### src/rtl/recip_nr_ctrl.sv
// Newton-Raphson reciprocal iteration controller for bf16: seeds 1/D, runs ITER rounds
// through an external step unit, bypasses specials. Optional perf counters: RECIP_NR_PERF_CNT_EN.
module recip_nr_ctrl #(
  parameter int EXP_WIDTH      = 8,
  parameter int MANTISSA_WIDTH = 7,
  parameter int FP_WIDTH       = 16,
  parameter int ITER           = 2
) (
  input  logic                clk,
  input  logic                rst,
  input  logic [FP_WIDTH-1:0] in_d,
  input  logic                in_valid,
  output logic                in_ready,
  output logic [FP_WIDTH-1:0] step_d,
  output logic [FP_WIDTH-1:0] step_xn,
  output logic                step_xn_valid,
  input  logic                step_xn_ready,
  input  logic [FP_WIDTH-1:0] step_xn1,
  input  logic                step_xn1_valid,
  output logic                step_xn1_ready,
  output logic [FP_WIDTH-1:0] res,
  output logic                res_valid,
  input  logic                res_ready
`ifdef RECIP_NR_PERF_CNT_EN
  ,
  output logic [15:0]         perf_done_cnt,
  output logic [15:0]         perf_stall_cnt
`endif
);

  typedef enum logic [1:0] {S_IDLE, S_ISSUE, S_WAIT, S_DONE} state_t;

  localparam logic [EXP_WIDTH-1:0] EXP_ONES  = '1;
  // Seed exponent is EXP_FLUSH - E; at or above this the reciprocal underflows.
  localparam logic [EXP_WIDTH-1:0] EXP_FLUSH = EXP_ONES - EXP_WIDTH'(2);
  localparam logic [FP_WIDTH-1:0]  FP_NAN    =
    {1'b0, EXP_ONES, 1'b1, {(MANTISSA_WIDTH-1){1'b0}}};
  localparam logic [3:0]           LAST_CNT  = 4'((ITER == 0) ? 0 : ITER - 1);

  state_t              state_q, state_d;
  logic [3:0]          cnt_q, cnt_d;
  logic [FP_WIDTH-1:0] d_q, d_d;
  logic [FP_WIDTH-1:0] xn_q, xn_d;
  logic [FP_WIDTH-1:0] res_q, res_d;

  logic                      in_sign;
  logic [EXP_WIDTH-1:0]      in_exp;
  logic [MANTISSA_WIDTH-1:0] in_man;
  logic [FP_WIDTH-1:0]       seed;
  logic [FP_WIDTH-1:0]       special_res;
  logic                      is_special;

  assign in_sign = in_d[FP_WIDTH-1];
  assign in_exp  = in_d[FP_WIDTH-2 -: EXP_WIDTH];
  assign in_man  = in_d[MANTISSA_WIDTH-1:0];
  assign seed    = {in_sign, EXP_FLUSH - in_exp, ~in_man};

  // NOTE: every variable written in an always_comb gets a default first, so no path infers a latch.
  always_comb begin
    is_special  = 1'b1;
    special_res = {in_sign, {(FP_WIDTH-1){1'b0}}};
    if (in_exp == '0) begin
      special_res = {in_sign, EXP_ONES, {MANTISSA_WIDTH{1'b0}}};
    end else if (in_exp == EXP_ONES && in_man != '0) begin
      special_res = FP_NAN;
    end else if (in_exp < EXP_FLUSH) begin
      is_special = 1'b0;
    end
  end

  // NOTE: sequential state uses non-blocking assignments only, so every register samples pre-edge values.
  always_ff @(posedge clk or posedge rst) begin
    if (rst) begin
      state_q <= S_IDLE;
      cnt_q   <= '0;
      d_q     <= '0;
      xn_q    <= '0;
      res_q   <= '0;
    end else begin
      state_q <= state_d;
      cnt_q   <= cnt_d;
      d_q     <= d_d;
      xn_q    <= xn_d;
      res_q   <= res_d;
    end
  end

  always_comb begin
    state_d = state_q;
    cnt_d   = cnt_q;
    d_d     = d_q;
    xn_d    = xn_q;
    res_d   = res_q;
    unique case (state_q)
      S_IDLE: begin
        if (in_valid) begin
          d_d = in_d;
          if (is_special) begin
            res_d   = special_res;
            state_d = S_DONE;
          end else if (ITER == 0) begin
            res_d   = seed;
            state_d = S_DONE;
          end else begin
            xn_d    = seed;
            cnt_d   = '0;
            state_d = S_ISSUE;
          end
        end
      end
      S_ISSUE: begin
        if (step_xn_ready) state_d = S_WAIT;
      end
      S_WAIT: begin
        if (step_xn1_valid) begin
          if (cnt_q == LAST_CNT) begin
            res_d   = step_xn1;
            state_d = S_DONE;
          end else begin
            xn_d    = step_xn1;
            cnt_d   = cnt_q + 4'd1;
            state_d = S_ISSUE;
          end
        end
      end
      S_DONE: begin
        if (res_ready) state_d = S_IDLE;
      end
      default: state_d = S_IDLE;
    endcase
  end

  always_comb begin
    in_ready       = (state_q == S_IDLE);
    step_xn_valid  = (state_q == S_ISSUE);
    step_xn1_ready = (state_q == S_WAIT);
    res_valid      = (state_q == S_DONE);
  end

  assign step_d  = d_q;
  assign step_xn = xn_q;
  assign res     = res_q;

`ifdef RECIP_NR_PERF_CNT_EN
  logic [15:0] perf_done_q, perf_stall_q;
  logic        stall;

  assign stall = (state_q == S_ISSUE && !step_xn_ready) || (state_q == S_DONE && !res_ready);

  // Both counters saturate rather than wrap.
  always_ff @(posedge clk or posedge rst) begin
    if (rst) begin
      perf_done_q  <= '0;
      perf_stall_q <= '0;
    end else begin
      if (res_valid && res_ready && perf_done_q != 16'hFFFF) perf_done_q <= perf_done_q + 16'd1;
      if (stall && perf_stall_q != 16'hFFFF) perf_stall_q <= perf_stall_q + 16'd1;
    end
  end

  assign perf_done_cnt  = perf_done_q;
  assign perf_stall_cnt = perf_stall_q;
`endif

endmodule

### config.mk
export PLATFORM = sky130hd
export DESIGN_NAME = recip_nr_ctrl
export DESIGN_NICKNAME = d
export VERILOG_FILES = /design/src/rtl/recip_nr_ctrl.sv
export SDC_FILE = /design/constraint.sdc
export NUM_CORES = 1
export LEC_CHECK = 0
export CORE_AREA = 2 2 71 90
export DETAILED_ROUTE_END_ITERATION = 8
export DIE_AREA = 0 0 73 92
export DONT_BUFFER_PORTS = 1
export GPL_ROUTABILITY_DRIVEN = 0
export GPL_TIMING_DRIVEN = 0
export PLACE_DENSITY = 0.7
export SLEW_MARGIN = 20
export SYNTH_ARGS = -nofsm -noshare
export SYNTH_HDL_FRONTEND = slang
export SYNTH_SLANG_ARGS = --single-unit
### constraint.sdc
create_clock -name clk -period 6.33 [get_ports clk]
set_clock_uncertainty 0.2 [all_clocks]
set_input_delay 0.633 -clock clk [delete_from_list [all_inputs] [get_ports clk]]
set_output_delay 0.633 -clock clk [all_outputs]
set_load 0.03 [all_outputs]
-- Word level (Yosys, flattened, before mapping)
Index checks and enable logic that the tools add are counted.
- register bits: 54
- word-level logic and storage cells: 58
- output and inout bits: 52
- eq/ne operators: 13
- multiplexer cells: 27
- bitwise operators: 1
- $add $sub $neg: 2
- reduce and logical (&&, ||, !) cells: 9
- order comparisons: 1
- operators by type and width (kind ; number):
    two-way mux 16 bit ; 10
    case mux 16 bit (2 select lines) ; 2
    two-way mux 4 bit ; 4
    two-way mux 2 bit ; 6
    AND reduction 5 bit ; 2
    == test 8 bit (second input constant) ; 1
    logical NOT 8 bit ; 1
    less-than comparator 8 bit (second input constant) ; 1
    != test 2 x 1 -> 1 bit (second input constant) ; 4
    != test 2 bit (second input constant) ; 4
    case mux 2 bit (4 select lines) ; 1
    case mux 4 bit (2 select lines) ; 1
    subtractor 8 bit (first input constant) ; 1
    NOT 7 bit ; 1
    nonzero test 7 bit ; 1
    adder 4 x 1 -> 4 bit (second input constant) ; 1
    == test 2 bit (second input constant) ; 2
    == test 4 x 1 -> 1 bit (second input constant) ; 1
    AND reduction 4 bit ; 1
    two-way mux 1 bit ; 3
    == test 2 x 1 -> 1 bit (second input constant) ; 1
    logical NOT 2 bit ; 1
    AND reduction 2 bit ; 1
    nonzero test 2 bit ; 1
    logical AND 1 bit ; 1

-- Logic depth before layout (Yosys ltp)
- word-level depth: 7
- mapped depth: 9

-- Least setup slack after synthesis
OpenSTA, ideal clock, no wires.
- path type: flip-flop to flip-flop
- start: reg state_q[0]
- end: reg d_q[0], in the netlist step_d[0]
- arrival time: 1.898 ns
- clock period less this slack: 2.223 ns
- path buffers: 3
- setup slack: 4.107 ns
- stages on the path, launching flop included: 7
- cell sequence: dfrtp_1 -> buf_2 -> nor2_1 -> and2_1 -> buf_2 -> buf_2 -> mux2_2
- word-level cells in the longest chain between the ends: 2
- RTL lines (what ; line ; RTL):
    start, declared ; 40 ; state_t state_q, state_d;
    start signal, assigned ; 80 ; state_q <= state_d;
    logical NOT 2 bit ; - ;
    net in_ready ; 13 ; output logic in_ready,
    AND reduction 2 bit (no line) ; - ;
    end signal, assigned ; 76 ; d_q <= '0;
    end signal, assigned ; 82 ; d_q <= d_d;
    end, declared ; 42 ; logic [FP_WIDTH-1:0] d_q, d_d;
The timed path passes the listed nets, and every way through them passes these cells.
A chain may end at the register's enable or synchronous reset.

-- Worst setup path in the final report
- start: reg state_q[0]
- end: out step_xn1_ready
- word-level cells in the longest chain between the ends: 1
- RTL lines (what ; line ; RTL):
    == test 2 bit ; 136 ; step_xn1_ready = (state_q == S_WAIT);
    end, declared ; 20 ; output logic step_xn1_ready,
No other way between the ends.

==> results.py <==
metrics = {
    "status": {
        "status": "finished clean",
    },
    "drt": {
        "met2_length_um": 2907,
        "drt_first_iter_violations": 133,
        "vias": 1769,
        "met1_length_um": 2360,
        "drt_pass1_iterations": 5,
        "wire_per_inst_um": 18.63,
        "highest_layer": "met4",
        "wl_um": 5795,
        "viasPerCell": 5.688,
        "wl_met3_um": 380,
        "ant_nets": 0,
        "drc": 0,
    },
    "synth": {
        "synthTopCellsByArea": "dfrtp_1 (52%), mux2_2 (13%), nand2_1 (4.5%)",
        "synth_area_um2": 2582,
        "postSynthCellCount": 235,
        "syn-num-nets": 277,
        "syn_area_per_cell_um2": 10.99,
        "synth_ff_type": "dfrtp_1",
        "async_reset_ff_share_pct": 100.0,
        "ys_ff_latch": 54,
        "synth-edff-count": 0,
        "yosysUniqueCellTypes": 35,
        "ys_warn_count": 0,
        "ys_seq_area_share_pct": 52.33,
        "synth_top_area_share_pct": 52.33,
        "synth_area_leader_cell": "dfrtp_1",
    },
    "critical_path": {
        "start_kind": "flop",
        "rr_endpoint": "step_d[1]",
        "r2r_start": "state_q[0]",
        "path_class": "reg -> out",
        "regToRegSetupSlack_ns": 3.88,
        "cp_max_fo": 10,
        "endpoint_kind": "output port",
        "reg2reg_depth": 6,
        "crit_arrival_ns": 1.84,
        "required_ns": 5.50,
    },
    "finish": {
        "finalNetCount": 284,
        "final_cells": 311,
        "area_growth_pct": 7.074,
        "multi_input_area_um2": 1129,
        "fillers": 556,
        "num_antenna_cells": 0,
        "drive_gt1_share_pct": 24.69,
        "regArea_um2": 1351,
    },
    "floorplan": {
        "start_util_pct": 43.29,
        "dieArea_um2": 6716,
        "num_rows": 32,
        "die_w_um": 73,
        "coreArea_um2": 5966,
        "io_pins": 90,
        "chipHeight_um": 92,
    },
    "timing": {
        "tns_ns": 0,
        "layout_worst_path_cycle_share_pct": 42.16,
        "rsz0062_at_grt": "no",
        "slew_violations": 0,
        "final_hold_viol_count": 0,
        "fmax_ghz": 0.3747,
        "final-setup-viol-count": 0,
        "fin_crit_ns": 2.669,
        "tightest_slew_ns": 0.7423,
        "slew_headroom_pct": 50.52,
    },
    "clocking": {
        "postCtsSetupBuffers": 0,
        "worstSkewPairLatency_ns": 0.31,
        "clk_pin_slew_ns": 0.10,
        "cts_buffer_depth": 2,
        "cts_tree": "done",
        "cts_resized": 0,
        "htreeDepth": 2,
        "clock_sinks": 54,
        "postCtsHoldBufs": 0,
        "cts_buffers": 5,
        "cts_root_buffer": "clkbuf_8",
    },
    "global_routing": {
        "grt_overflow": 0,
        "antenna_found_initial": 0,
        "grt_use_total_pct": 18.01,
        "grt_pass1_wl_um": 9294,
        "grt_pass1_vias": 1790,
        "grt_max_degree": 55,
    },
    "power": {
        "vdd.ir_drop.worst_v": 0.0002572,
        "leakage_uw": 0.001201,
        "power_density_nw_per_um2": 587.4,
    },
    "run": {
        "cap_violations": 0,
    },
    "place": {
        "numPortBuffers": 0,
        "hpwl_um": 4493,
        "dp_cells": 303,
    },
    "min_path": {
        "hold_path.class": "in -> async",
    },
}
sequential cells by signal, indices dropped and copies added, names as in the netlist:
signal	count
res	16
step_d	16
step_xn	16
cnt_q	4
state_q	2
per-stage QoR:
step	util [%]	total power, uW	hold WS (ns)	setup WS, ns	cell area, um^2
2_1_floorplan	-	1318	0.2948	4.107	2582
3_3_place_gp	44.71	1414	0.3156	3.603	2668
3_5_place_dp	44.76	1438	0.3294	3.881	2670
4_1_cts	46.35	1639	0.1179	3.648	2765
5_1_grt	46.35	1714	0.1440	3.553	2765
6_report	46.35	1624	0.08553	3.661	2765
report_power, final:
part           switching [uW]  internal (uW)  total (uW)
logic                     262            225         487
clock network             114           88.2         202
registers                 426            510         936
cell usage in the layout (no fill, tap or decap), drive strengths merged:
cell type and n:
and4 1, a211o 1, inv 6, xnor2 4
nor2 12, nor3 2, clkinv 1, nand2b 1
mux2i 3, a31o 1, a31oi 2, ha 4
dfrtp 54, a21oi 13, o21ai 22, xor2 1
buf 11, clkbuf 9, a22o 2, and3 3
nor2b 2, a22oi 1, a21o 1, nand2 31
clkinvlp 1, nor4 3, or3b 1, mux2 30
nand3 8, o31ai 9, and2 3
cell usage after synthesis (2+ instances only):
cell type,n
buf_6,2
nor2_1,12
ha_1,4
nor2b_1,2
and2_1,3
a22o_1,2
o31ai_2,8
nand2_1,31
nor4_1,3
nor3_1,2
mux2_2,30
clkbuf_1,3
inv_1,5
and3_1,3
dfrtp_1,54
o21ai_0,22
nand3_1,8
xnor2_1,4
mux2i_1,3
buf_2,7
a21oi_1,13
kinds of logic (layout without fill, tap and decap cells):
family,count (synthesis),in the layout,share of synthesized area (%)
buf+inv,20,28,3.973
xor+xnor,5,5,1.696
fa+ha+maj,4,4,1.938
mux,33,33,14.24
flops,54,54,52.33
simple gates,67,67,11.87
compound gates,52,52,13.95
worst max-delay path, stage by stage (launching register included):
cell	delay, ns
dfrtp_1	0.37
buf_2	0.17
nand2b_1	0.17
buf_4	0.17
inv_2	0.08
clkbuf_1	0.57
worst max-delay path by stage:
stage                                 to  cells past startpoint        from  slack, ns
after floorplan                step_d[0]                      6  state_q[0]       4.11
after global placement        step_d[13]                      1         rst       3.60
after detailed placement       step_d[1]                      6  state_q[0]       3.88
after global routing      step_xn1_ready                      5  state_q[0]       3.55
final                     step_xn1_ready                      5  state_q[0]       3.66
after CTS                 step_xn1_ready                      5  state_q[0]       3.65
metal layers:
metal  vias up  track usage [%]
met3        13            5.385
li1        834                -
met1       854            22.05
met4         0            7.099
met5         -                0
met2        68            29.28
area by class of cell:
class                           instances  area share, %
Buffer                                 14          2.896
Clock buffer                            6          2.986
Clock inverter                          2         0.4525
Inverter                                6         0.9050
Multi-Input combinational cell        161          40.81
Sequential cell                        54          48.87
Tap cell                               68          3.077
Power figures use the tool's default switching activity.
